<file path="src/rtl/display_pkg.sv">
// Shared types for the debug display path: FSM states, mux source codes and
// the half-word pager used by the sequencer.
package display_pkg;

  typedef enum logic {
    LIVE   = 1'b0,
    FROZEN = 1'b1
  } state_t;

  typedef logic [1:0] src_t;

  localparam src_t SRC_PC  = 2'd0;
  localparam src_t SRC_IMM = 2'd1;
  localparam src_t SRC_ALU = 2'd2;
  localparam src_t SRC_SR1 = 2'd3;

  function automatic logic [15:0] half_sel(input logic [31:0] word, input logic hi);
    return hi ? word[31:16] : word[15:0];
  endfunction

endpackage

</file>
<file path="src/rtl/display_sequencer_if.sv">
// Display-side bundle: source select to the mux, returned value, and the
// paged half-word plus status going to the hex decoders.
interface display_sequencer_if;
  import display_pkg::*;

  src_t        sel_out;
  logic [31:0] value_in;
  src_t        src_id;
  logic        page;
  logic [15:0] disp_half;
  logic        frozen;

  modport master (output sel_out, src_id, page, disp_half, frozen, input value_in);
  modport slave  (input sel_out, src_id, page, disp_half, frozen, output value_in);

endinterface

</file>
<file path="src/rtl/key_debounce.sv">
// Two-flop synchronizer plus stability counter for the freeze key; emits a
// one-cycle press pulse on the rising edge of the debounced level.
module key_debounce #(
  parameter int DEBOUNCE_CYCLES = 500_000
) (
  input  logic clk,
  input  logic rst,
  input  logic btn,
  output logic press
);

  localparam int            CW   = $clog2(DEBOUNCE_CYCLES + 1);
  localparam logic [CW-1:0] LAST = CW'(DEBOUNCE_CYCLES - 1);

  logic          btn_s1;
  logic          btn_s2;
  logic          level;
  logic [CW-1:0] run;

  // NOTE: sequential state uses non-blocking assignments so every flop samples pre-edge values.
  always_ff @(posedge clk) begin
    if (rst) begin
      btn_s1 <= 1'b0;
      btn_s2 <= 1'b0;
      level  <= 1'b0;
      run    <= '0;
      press  <= 1'b0;
    end else begin
      btn_s1 <= btn;
      btn_s2 <= btn_s1;
      press  <= 1'b0;
      if (btn_s2 == level) begin
        run <= '0;
      end else if (run == LAST) begin
        // Only a 0->1 acceptance produces a pulse; release is silent.
        level <= btn_s2;
        run   <= '0;
        press <= btn_s2;
      end else begin
        run <= run + CW'(1);
      end
    end
  end

endmodule

</file>
<file path="src/rtl/display_sequencer.sv">
// Source sequencer for the debug display: manual/auto source selection,
// half-word paging on a dwell tick, and a key-driven freeze snapshot.
module display_sequencer
  import display_pkg::*;
#(
  parameter int TICK_DIV        = 50_000_000,
  parameter int DEBOUNCE_CYCLES = 500_000
) (
  input  logic                clk,
  input  logic                rst,
  input  logic [1:0]          sw_sel,
  input  logic                auto_en,
  input  logic                freeze_btn,
  display_sequencer_if.master disp
);

  localparam int            TW        = $clog2(TICK_DIV);
  localparam logic [TW-1:0] TICK_LAST = TW'(TICK_DIV - 1);

  src_t          sw_s1, sw_s2;
  logic          auto_s1, auto_s2;
  logic          press;
  logic [TW-1:0] tick_cnt;
  logic          tick;
  state_t        state, state_next;
  src_t          sel, sel_next;
  logic          page, page_next;
  logic          cnt_restart;
  logic          snap_load;
  logic [31:0]   snapshot;
  src_t          snap_src;
  logic [15:0]   disp_half;
  src_t          src_id;

  key_debounce #(.DEBOUNCE_CYCLES(DEBOUNCE_CYCLES)) u_deb (
    .clk   (clk),
    .rst   (rst),
    .btn   (freeze_btn),
    .press (press)
  );

  assign tick = (tick_cnt == TICK_LAST);

  always_ff @(posedge clk) begin
    if (rst) state <= LIVE;
    else     state <= state_next;
  end

  always_comb begin
    state_next = state;
    if (press) state_next = (state == LIVE) ? FROZEN : LIVE;
  end

  // A press outranks everything else in its cycle, including a coincident tick.
  always_comb begin
    // NOTE: defaults first so every path assigns every output and no latch is inferred.
    sel_next    = sel;
    page_next   = page;
    cnt_restart = 1'b0;
    snap_load   = 1'b0;
    if (press) begin
      if (state == LIVE) begin
        snap_load = 1'b1;
      end else begin
        page_next   = 1'b0;
        cnt_restart = 1'b1;
      end
    end else if (state == FROZEN) begin
      if (tick) page_next = ~page;
    end else if (auto_s2) begin
      if (tick) begin
        if (page) begin
          page_next = 1'b0;
          sel_next  = sel + 2'd1;
        end else begin
          page_next = 1'b1;
        end
      end
    end else if (sw_s2 != sel) begin
      sel_next    = sw_s2;
      page_next   = 1'b0;
      cnt_restart = 1'b1;
    end else if (tick) begin
      page_next = ~page;
    end
  end

  always_ff @(posedge clk) begin
    if (rst) begin
      sw_s1     <= SRC_PC;
      sw_s2     <= SRC_PC;
      auto_s1   <= 1'b0;
      auto_s2   <= 1'b0;
      tick_cnt  <= '0;
      sel       <= SRC_PC;
      page      <= 1'b0;
      snapshot  <= '0;
      snap_src  <= SRC_PC;
      disp_half <= '0;
      src_id    <= SRC_PC;
    end else begin
      sw_s1    <= sw_sel;
      sw_s2    <= sw_s1;
      auto_s1  <= auto_en;
      auto_s2  <= auto_s1;
      tick_cnt <= (cnt_restart || tick) ? '0 : tick_cnt + TW'(1);
      sel      <= sel_next;
      page     <= page_next;
      if (snap_load) begin
        snapshot <= disp.value_in;
        snap_src <= sel;
      end
      disp_half <= half_sel((state == FROZEN) ? snapshot : disp.value_in, page);
      src_id    <= (state == FROZEN) ? snap_src : sel;
    end
  end

  assign disp.sel_out   = sel;
  assign disp.src_id    = src_id;
  assign disp.page      = page;
  assign disp.disp_half = disp_half;
  assign disp.frozen    = (state == FROZEN);

endmodule

</file>
<file path="src/flat_wrapper.sv">
// flat-port wrapper written by rule: the top's interface ports become plain ports
module display_sequencer_flat import display_pkg::*;
#(
  parameter int TICK_DIV        = 50_000_000,
  parameter int DEBOUNCE_CYCLES = 500_000
)
  (clk, rst, sw_sel, auto_en, freeze_btn, disp_sel_out, disp_src_id, disp_page, disp_disp_half, disp_frozen, disp_value_in);
  display_sequencer_if disp_i ();
  input  logic clk;
  input  logic rst;
  input  logic [1:0] sw_sel;
  input  logic auto_en;
  input  logic freeze_btn;
  output wire logic [$bits(disp_i.sel_out)-1:0] disp_sel_out;
  output wire logic [$bits(disp_i.src_id)-1:0] disp_src_id;
  output wire logic [$bits(disp_i.page)-1:0] disp_page;
  output wire logic [$bits(disp_i.disp_half)-1:0] disp_disp_half;
  output wire logic [$bits(disp_i.frozen)-1:0] disp_frozen;
  input wire logic [$bits(disp_i.value_in)-1:0] disp_value_in;
  assign disp_sel_out = disp_i.sel_out;
  assign disp_src_id = disp_i.src_id;
  assign disp_page = disp_i.page;
  assign disp_disp_half = disp_i.disp_half;
  assign disp_frozen = disp_i.frozen;
  assign disp_i.value_in = disp_value_in;
  display_sequencer #(.TICK_DIV(TICK_DIV), .DEBOUNCE_CYCLES(DEBOUNCE_CYCLES)) u_core (.clk(clk), .rst(rst), .sw_sel(sw_sel), .auto_en(auto_en), .freeze_btn(freeze_btn), .disp(disp_i));
endmodule
</file>
<file path="config.mk">
export PLATFORM = sky130hd
export DESIGN_NAME = display_sequencer_flat
export DESIGN_NICKNAME = d
export VERILOG_FILES = /design/src/rtl/display_pkg.sv /design/src/rtl/display_sequencer_if.sv /design/src/rtl/key_debounce.sv /design/src/rtl/display_sequencer.sv /design/src/flat_wrapper.sv
export SDC_FILE = /design/constraint.sdc
export NUM_CORES = 1
export LEC_CHECK = 0
export CAP_MARGIN = 20
export CORE_AREA = 3 3 94 96
export CTS_CLUSTER_SIZE = 8
export DETAILED_ROUTE_END_ITERATION = 8
export DIE_AREA = 0 0 97 99
export DONT_BUFFER_PORTS = 1
export PLACE_DENSITY = 0.81
export SETUP_SLACK_MARGIN = 0.15
export SLEW_MARGIN = 25
export SYNTH_ARGS = -nofsm -noshare
export SYNTH_HDL_FRONTEND = slang
export SYNTH_SLANG_ARGS = --single-unit
</file>
<file path="constraint.sdc">
create_clock -name clk -period 2.1 [get_ports clk]
set_input_delay 0.42 -clock clk [delete_from_list [all_inputs] [get_ports clk]]
set_output_delay 0.42 -clock clk [all_outputs]
set_load 0.02 [all_outputs]
</file>
==> impl_metrics.ini <==
[critical_path]
cp_num_cells = 5
crit_end = u_core.u_deb.run[18]$_SDFF_PP0_
critPathTopFamily = simple AND/OR/NAND/NOR gates
cp.required_ns = 2.41
cp_cell_sequence = ha_2, nand2_1, or3_4, or4_1, a21oi_1
cp-start-kind = flop
critPathLaunch = u_core.u_deb.run[1]$_SDFF_PP0_
crit_arrival_ns = 2.16
cp-end-kind = flop
r2r-start = u_core.u_deb.run[1]$_SDFF_PP0_
critical_path_buf_inv_count = 0
rr_endpoint = u_core.u_deb.run[18]$_SDFF_PP0_
regToRegSetupSlack_ns = 0.24
crit_type = flop to flop
cp_slowest_cell = or4_1
cp_slowest_stage_delay_ns = 0.48
rr_worst_depth = 5
cp_max_fo = 6

[logic_synthesis]
synth_seq_cells = 111
synth_ff_type = dfxtp_1
async_flop_share = 0
yosysSeqAreaShare = 0.458
synth_area_um2 = 4850
synth_edf_count = 0
synth_nets = 550
synthesis.instances = 510
syn_area_per_cell_um2 = 9.51
synth_cell_types = 53
synth-warning-count = 0

[route]
avgViaCountPerCell = 6.01
wl_per_cell_um = 15.3
dr_total_vias = 3660
drtIter0Drc = 107
antenna_left = 0
wirelength_um = 9320
dr.pass1.iters = 4
drc = 0

[hold_path]
worstHoldStart = rst
hp-class = primary input to flop

[grt]
grt_usage = 0.195
gr-total-overflow = 0
grt_pass1_wl_um = 15900
grt_pass1_vias = 3580
grt_start_max_net_pins = 71
antenna_found_initial = 0

[pwr]
power.density_nw_per_um2 = 682
power_leakage_nw = 1.65
power_mw = 3.52
vdd_ir_drop_max_mv = 0.634

[place]
gp_congestion = 0.855
dp_hpwl_um = 6270
dp.cells = 593
placed_area_um2 = 4950
io_buffers = 0

[timing]
fin_tns_setup_ns = 0
timing.slew.headroom = 0.701
rsz0062_at_grt = true
hold_violations = 0
clock_skew_ns = 0.0113
setup_viol_count_final = 0
period_share = 0.884
fmax_mhz = 538
tightest_slew_ns = 0.448
layout_min_cycle_time_ns = 1.86
drv_slew = 0

[cells_and_area]
final_common_cell = dfxtp_1
nets = 539
layoutNonFillerInstCount = 609
fin_util = 0.634
fillers = 598
postLayoutCellArea_um2 = 5160
drive_gt1_frac = 0.131
synthToLayoutAreaGrowth_pct = 6.37
diodes = 0
final_cell_mix = dfxtp_1 (110), nand2_1 (79), a21oi_1 (44)

[run_status]
status = finished clean

[die]
rows = 33
core_area_um2 = 8130
die_w_um = 97
dieArea_um2 = 9600
die_h_um = 99
initial_utilization = 0.596
pin_count = 60

[clock_tree]
clock_sink_count = 111
numCtsBuffers = 9
clockBufferDepth = 2
htreeDepth = 3
cts_tree = yes
clock_latency_ns = 0.37
postCtsHoldBufs = 0
clk_pin_slew_ns = 0.11
cts_root_buf = clkbuf_8

[run]
maxCapViolations = 0
==> layout make-up <==
cell class / instances / area, um2 / area share
clock inverter: 7 / 77.6 / 0.0150
tap: 105 / 131 / 0.0255
sequential: 111 / 2220 / 0.431
clock buffer: 9 / 124 / 0.0240
timing repair buffer: 11 / 120 / 0.0233
inverter: 7 / 26.3 / 0.00509
multi-input combinational: 359 / 2460 / 0.476
==> worst register-to-register path: cells and delay by family, from the launching register on <==
family	cells	cell delay, ns
AO/OA/AOI/OAI	1	0.15
adder cells (fa/ha/maj)	1	0.26
flip-flops	1	0.41
AND/OR/NAND/NOR	3	0.99
==> report_power, final <==
group / leakage (nW) / switching [mW] / internal, mW
Clock: 0.0983 / 0.784 / 0.473
Combinational: 0.648 / 0.0401 / 0.0482
Sequential: 0.901 / 0.0386 / 2.14
==> synthesized netlist by cell type (8+ instances only) <==
cell	count	area [um2]
or4_1	8	60.1
xor2_1	16	140
nor2b_1	25	156
clkbuf_1	21	78.8
nor3_1	13	65.1
o31ai_1	9	67.6
or3_1	9	56.3
o21ai_0	10	50.1
mux4_2	16	360
nor2_1	21	78.8
a211oi_1	10	75.1
nand2_1	79	297
and3_1	8	50.1
nand3_1	18	90.1
xnor2_1	10	87.6
a21oi_1	44	220
buf_2	8	40.0
dfxtp_1	111	2220
==> cells by family (layout without fill, tap and decap cells) <==
group / Yosys count / after routing / synth area share
adder cells (fa/ha/maj): 2 / 2 / 0.00516
buffers and inverters: 40 / 34 / 0.0369
AO/OA/AOI/OAI: 87 / 87 / 0.116
flip-flops: 111 / 111 / 0.458
XOR/XNOR: 26 / 26 / 0.0470
multiplexers: 18 / 18 / 0.0784
AND/OR/NAND/NOR: 226 / 226 / 0.258
==> worst min-delay path by stage <==
stage	endpoint	slack, ns	depth (start not counted)
after floorplan	u_core.auto_s2$_SDFF_PP0_	0.41	1
after global placement	u_core.u_deb.btn_s2$_SDFF_PP0_	0.42	1
after detailed placement	u_core.sw_s2[1]$_SDFF_PP0_	0.42	1
after CTS	u_core.snapshot[19]$_SDFFE_PP0P_	0.08	1
after global routing	u_core.snapshot[18]$_SDFFE_PP0P_	0.08	1
final	u_core.disp.disp_half[3]$_SDFF_PP0_	0.10	1
==> metal layers <==
layer | track usage | wire [um] | vias to the layer above
met3 | 0.0432 | 392 | 8
met1 | 0.237 | 4000 | 1780
met5 | 0 | 0 | -
met4 | 0.0713 | 78 | 0
li1 | - | - | 1798
met2 | 0.342 | 4850 | 74
==> registers in the layout, indices dropped and copies added, names as in the netlist <==
name / flops
u_core.sw_s2: 2
u_core.sw_s1: 2
u_core.snapshot: 32
u_core.disp.src_id: 2
u_core.tick_cnt: 26
u_core.auto_s2: 1
u_core.u_deb.btn_s2: 1
u_core.u_deb.press: 1
u_core.disp.sel_out: 2
u_core.u_deb.run: 19
u_core.disp.page: 1
u_core.disp.disp_half: 16
u_core.u_deb.level: 1
u_core.snap_src: 2
u_core.auto_s1: 1
u_core.u_deb.btn_s1: 1
u_core.disp.frozen: 1
==> what timing repair did <==
| item | 4_1_cts | 5_1_grt |
|---|---|---|
| gates resized for setup | 0 | 4 |
| endpoints found under the setup margin | 0 | 10 |
| buffers inserted | 0 | 0 |
==> through the flow <==
step,hold slack [ns],setup slack [ns]
final,0.102,0.243
after global routing,0.0828,0.140
after CTS,0.0801,0.161
after detailed placement,0.424,0.213
after global placement,0.419,0.292
after floorplan,0.414,0.265
No activity file was read; power rests on OpenSTA's default activity.
